## src/rtl/mem_stage.sv

```systemverilog
// mem_stage: load/store unit between ALU and writeback, with a req/gnt data-memory port and a valid/ready writeback port.
// Ports:
//   clk, rst_n                     clock (rising edge), asynchronous active-low reset
//   in_valid/in_ready              upstream op handshake; fields below are captured on accept
//   alu_result, store_data         address or result, and store value
//   mem_read, mem_write, funct3    op kind, access size and sign
//   rd_in, reg_write_in            destination register and its write enable
//   dmem_req/we/addr/wdata/be      data-memory request (word-aligned address)
//   dmem_gnt, dmem_rvalid, dmem_rdata  data-memory grant and read response
//   wb_valid/wb_ready              writeback handshake
//   wb_data, wb_rd, wb_we, wb_misalign  writeback payload
module mem_stage (
    input  logic        clk,
    input  logic        rst_n,
    input  logic        in_valid,
    output logic        in_ready,
    input  logic [31:0] alu_result,
    input  logic [31:0] store_data,
    input  logic        mem_read,
    input  logic        mem_write,
    input  logic [2:0]  funct3,
    input  logic [4:0]  rd_in,
    input  logic        reg_write_in,
    output logic        dmem_req,
    output logic        dmem_we,
    output logic [31:0] dmem_addr,
    output logic [31:0] dmem_wdata,
    output logic [3:0]  dmem_be,
    input  logic        dmem_gnt,
    input  logic        dmem_rvalid,
    input  logic [31:0] dmem_rdata,
    output logic        wb_valid,
    input  logic        wb_ready,
    output logic [31:0] wb_data,
    output logic [4:0]  wb_rd,
    output logic        wb_we,
    output logic        wb_misalign
);
    typedef enum logic [1:0] {IDLE, REQ, WAIT, OUT} state_t;
    state_t      state;
    logic [31:0] addr, sd;
    logic [2:0]  f3;
    logic        rw, ld, mis;
    logic [7:0]  byte_sel;
    logic [15:0] half_sel;
    logic [31:0] ld_val;
    assign in_ready   = state == IDLE;
    assign wb_valid   = state == OUT;
    assign dmem_req   = state == REQ;
    assign dmem_we    = dmem_req & ~ld;
    assign dmem_addr  = {addr[31:2], 2'b00};
    assign dmem_wdata = f3[1:0] == 2'b00 ? {4{sd[7:0]}} : f3[1:0] == 2'b01 ? {2{sd[15:0]}} : sd;
    assign dmem_be    = ld ? 4'hf : f3[1:0] == 2'b00 ? 4'b0001 << addr[1:0] :
                        f3[1:0] == 2'b01 ? 4'b0011 << addr[1:0] : 4'hf;
    // Unsupported size encodings are reported as misaligned so they never reach memory.
    assign mis = funct3 == 3'b011 || funct3[2:1] == 2'b11 ||
                 (funct3[1:0] == 2'b01 && alu_result[0]) ||
                 (funct3[1:0] == 2'b10 && |alu_result[1:0]);
    assign byte_sel = dmem_rdata[{addr[1:0], 3'b000} +: 8];
    assign half_sel = dmem_rdata[{addr[1], 4'b0000} +: 16];
    // funct3[2] selects zero-extension (LBU/LHU).
    assign ld_val = f3[1:0] == 2'b00 ? {{24{byte_sel[7] & ~f3[2]}}, byte_sel} :
                    f3[1:0] == 2'b01 ? {{16{half_sel[15] & ~f3[2]}}, half_sel} : dmem_rdata;
    always_ff @(posedge clk or negedge rst_n) begin
        if (!rst_n) begin
            state       <= IDLE;
            addr        <= '0;
            sd          <= '0;
            f3          <= '0;
            rw          <= 1'b0;
            ld          <= 1'b0;
            wb_data     <= '0;
            wb_rd       <= '0;
            wb_we       <= 1'b0;
            wb_misalign <= 1'b0;
        end else begin
            case (state)
                IDLE: if (in_valid) begin
                    addr        <= alu_result;
                    sd          <= store_data;
                    f3          <= funct3;
                    ld          <= mem_read;
                    // A write to x0 is dropped here so wb_we can never go high with wb_rd=0.
                    rw          <= reg_write_in & |rd_in;
                    wb_rd       <= rd_in;
                    wb_data     <= alu_result;
                    wb_misalign <= (mem_read | mem_write) & mis;
                    wb_we       <= ~(mem_read | mem_write) & reg_write_in & |rd_in;
                    state       <= (mem_read | mem_write) & ~mis ? REQ : OUT;
                end
                REQ:  if (dmem_gnt) state <= ld ? WAIT : OUT;
                WAIT: if (dmem_rvalid) begin
                    wb_data <= ld_val;
                    wb_we   <= rw;
                    state   <= OUT;
                end
                OUT:  if (wb_ready) state <= IDLE;
                default: state <= IDLE;
            endcase
        end
    end
endmodule
```

## config.mk

```make
export PLATFORM = sky130hd
export DESIGN_NAME = mem_stage
export DESIGN_NICKNAME = d
export VERILOG_FILES = /design/src/rtl/mem_stage.sv
export SDC_FILE = /design/constraint.sdc
export NUM_CORES = 1
export LEC_CHECK = 0
export ABC_AREA = 1
export CAP_MARGIN = 0
export CORE_MARGIN = 1
export CORE_UTILIZATION = 47
export CTS_BUF_LIST = sky130_fd_sc_hd__clkbuf_8
export DETAILED_ROUTE_END_ITERATION = 8
export GPL_ROUTABILITY_DRIVEN = 0
export GPL_TIMING_DRIVEN = 1
export PLACE_DENSITY = 0.83
export SLEW_MARGIN = 20
export SYNTH_ARGS = -nofsm -noshare
export SYNTH_HDL_FRONTEND = slang
export SYNTH_SLANG_ARGS = --single-unit
export TNS_END_PERCENT = 5
```

## constraint.sdc

```tcl
create_clock -name clk -period 2.2 [get_ports clk]
set_clock_uncertainty 0.15 [all_clocks]
set_input_delay 0.22 -clock clk [delete_from_list [all_inputs] [get_ports clk]]
set_output_delay 0.22 -clock clk [all_outputs]
set_load 0.05 [all_outputs]
```

==> impl_results.md <==
* Crit-path max FO at 7
* Slowest cell on crit path: dfrtp_2
* Count of buffers from port buffering at approximately 220
* Via count of the first global-routing pass at 6054
* Power per Cell Area at around 1900 mW/mm^2
* Req. time, crit path at between 1.5 and 2 ns
* Max VDD drop at around 1200 uV
* Ordered list of cells on the worst path: nor2_8, buf_4, o21ai_0, buf_12
* Synth Register Bits at 110
* Die footprint at around 0.014 sq mm
* CP Capture Type: output port
* Row count at between 40 and 50
* Router iterations before antenna repair at 5
* Status: finished, final reports clean
* Initial antenna violation count at 0
* DRC at 0
* Slowest stage delay, CP at ~0.55 ns
* CTS tree: done
* Tmin final at 2.102 ns
* RSZ-0062 raised after global routing: no
* Slew HR at 0.5868
* Yosys cell types at 30
* Vias post-DR at ~6.3k
* Initial Utilization at 0.4824
* Layout cells sized above 1 at 0.08915
* Post-synth EDFFs at 0
* DRT antenna net count at 0
* Ant. Diodes at 0
* Tcrit/Tclk final at 0.9555
* DR WL/cell at roughly 15 um
* HPWL after DPL at around 14000 um
* HP Class: in -> async
* Final worst-path setup slack at 0.09781 ns
* Final wirelength at between 15000 and 20000 um
* Largest net degree at the start of global routing at 74
* Max-cap violations at 0
* Synth Warn # at 0
* # clock sinks at 110
* Arrival time of the worst setup path at ~1.7 ns
* Max Slew Vio Count at 0
* Area growth from synthesis to layout at 39.48%
* Clock-pin slew on the worst setup and hold paths at about 0.10 ns
* Final Hold Viols at 0
* GRT Total Usage at 0.2729
* Syn Area/Cell at around 7.0 sq um
* Detailed Route Iter0 Violations at roughly 380
* Mapped Area at roughly 0.0064 sq mm
* Clk root buf: clkbuf_8
* I/O pin count at approximately 220
* Setup CP Type: reg -> out
* Num CTS Buffers at 9
* Clock tree buffer depth at 2
* Die Ht at around 120 um
* H-tree depth at 3
* Place WS at roughly 0.21 ns
* Async S/R FF share, synth at 1.000
* Final setup viols at 0
* Crit start category: flop
* Grt total ovfl at 0
* Pleak at 4.567 nW
* Final nets at roughly 1.2k
* Sequential area share after synthesis at 0.4292
* Worst skew pair latency at 0.38 ns
* Total power at 16.88 mW
* Via density per instance at ~5
* Die Wd at 118.8 um
* Count of mapped cells out of synthesis at 917
* Top_reg_cell synth: dfrtp_1
* Achievable clock frequency at between 400 and 500 MHz
* Tightest Pin Transition at roughly 0.62 ns
* Total core area at 0.01330 sq mm
* First-pass GRT wire length at 30400 um
* Fin Setup TNS at 0 ns
[cells by family (layout without fill, tap and decap cells)]
kind of cell	Yosys count	in the layout	share of synthesized area
compound gates	46	46	0.04175
flops	110	110	0.4292
simple gates	591	591	0.3777
other cells	1	2	0.0005847
fa+ha+maj	8	8	0.01561
buf+inv	161	331	0.1352
[critical path, delay by kind of cell, from the launching register on]
kind | cells | cell delay [ns]
AOI/OAI and AO/OA | 1 | 0.37
buffers and inverters | 2 | 0.36
and+or+nand+nor | 1 | 0.07
DFF | 1 | 0.55
[report_power, final]
group	switching, mW	leakage (nW)	internal, mW
Combinational	7.67	3.11	4.26
Sequential	0.675	1.36	3.01
Clock	0.709	0.104	0.557
[per-layer routing]
layer | track usage | vias to the layer above | part of all wire
met1 | 0.3399 | 2924 | 0.40
met4 | 0.1013 | 0 | 0.024
met2 | 0.4514 | 263 | 0.48
met3 | 0.07519 | 36 | 0.090
li1 | - | 3093 | -
met5 | 0 | - | 0
[layout make-up]
type / count / area, sq um
clock inverters: 5 / 60.06
fillers: 1139 / 4349
flip-flops and latches: 110 / 2756
multi-input cells: 647 / 2805
repair buffers: 242 / 2671
well taps: 176 / 220.2
inverters: 74 / 295.3
clock buffers: 10 / 137.6
[cells in the mapped netlist (4+ instances only)]
cell type	count	area, sq um
nand2_1	430	1614
o211ai_1	8	60.06
o21ai_0	29	145.1
nor2_1	73	274.0
dfrtp_1	110	2753
buf_6	5	56.30
buf_4	45	337.8
inv_1	67	251.5
nand2_2	13	81.33
nand4_1	5	31.28
buf_2	24	120.1
nand3_1	65	325.3
clkbuf_1	11	41.29
inv_2	4	15.01
o22ai_1	4	25.02
ha_1	8	100.1
[sequential cells by signal, indices dropped and copies added (netlist names)]
signal and cells:
addr 32, state 2, wb_misalign 1, sd 32
ld 1, wb_we 1, wb_data 32, f3 3
wb_rd 5, rw 1
[cells in the final DEF (no fill, tap or decap), types with 2 or more instances in the layout]
cell type	synthesis	final
ha_1	8	7
buf_4	45	21
clkdlybuf4s50_1	0	188
nor2_1	73	72
inv_2	4	3
nand2_1	430	429
nand4_1	5	5
inv_4	1	2
inv_1	67	68
a21oi_1	2	2
dfrtp_1	110	107
nand3_1	65	65
conb_1	1	2
clkbuf_8	0	10
o21ai_0	29	28
nand2_2	13	14
nand3_4	2	2
buf_12	0	30
o22ai_1	4	4
clkinv_4	0	2
dfrtp_2	0	3
o211ai_1	8	8
inv_6	1	2
[path summary, 6_finish.rpt]
check / startpoint / end / slack (ns) / cells after the start
max: f3[0]$_DFFE_PN0P_ / dmem_wdata[12] / 0.1 / 4
min: rst_n / state[0]$_DFFE_PN0P_ / 0.20 / 3
max reg2reg: state[0]$_DFFE_PN0P_ / wb_data[3]$_DFFE_PN0P_ / 0.19 / 10
min reg2reg: sd[23]$_DFFE_PN0P_ / sd[23]$_DFFE_PN0P_ / 0.34 / 2
max in group asynchronous: rst_n / addr[8]$_DFFE_PN0P_ / 1.12 / 3
min in group clk: store_data[17] / sd[17]$_DFFE_PN0P_ / 0.21 / 3
[repair_timing]
item,4_1_cts,5_1_grt
endpoints found under the hold margin,110,0
hold buffers,1,0
setup endpoints to repair,8,8
buffers inserted,3,4
pin swaps,1,0
resized for setup,4,4
[metrics by stage]
stage | hold slack, ns | util | std cells | area [sq um]
2_1_floorplan | -0.2256 | - | 918 | 6420
5_1_grt | 0.2055 | 0.6729 | 1264 | 8946
3_5_place_dp | 0.09839 | 0.6527 | 1241 | 8678
6_report | 0.2016 | 0.6729 | 1264 | 8946
3_3_place_gp | 0.09710 | 0.6527 | 1241 | 8678
4_1_cts | 0.1915 | 0.6701 | 1260 | 8910
Power figures use the tool's default switching activity.
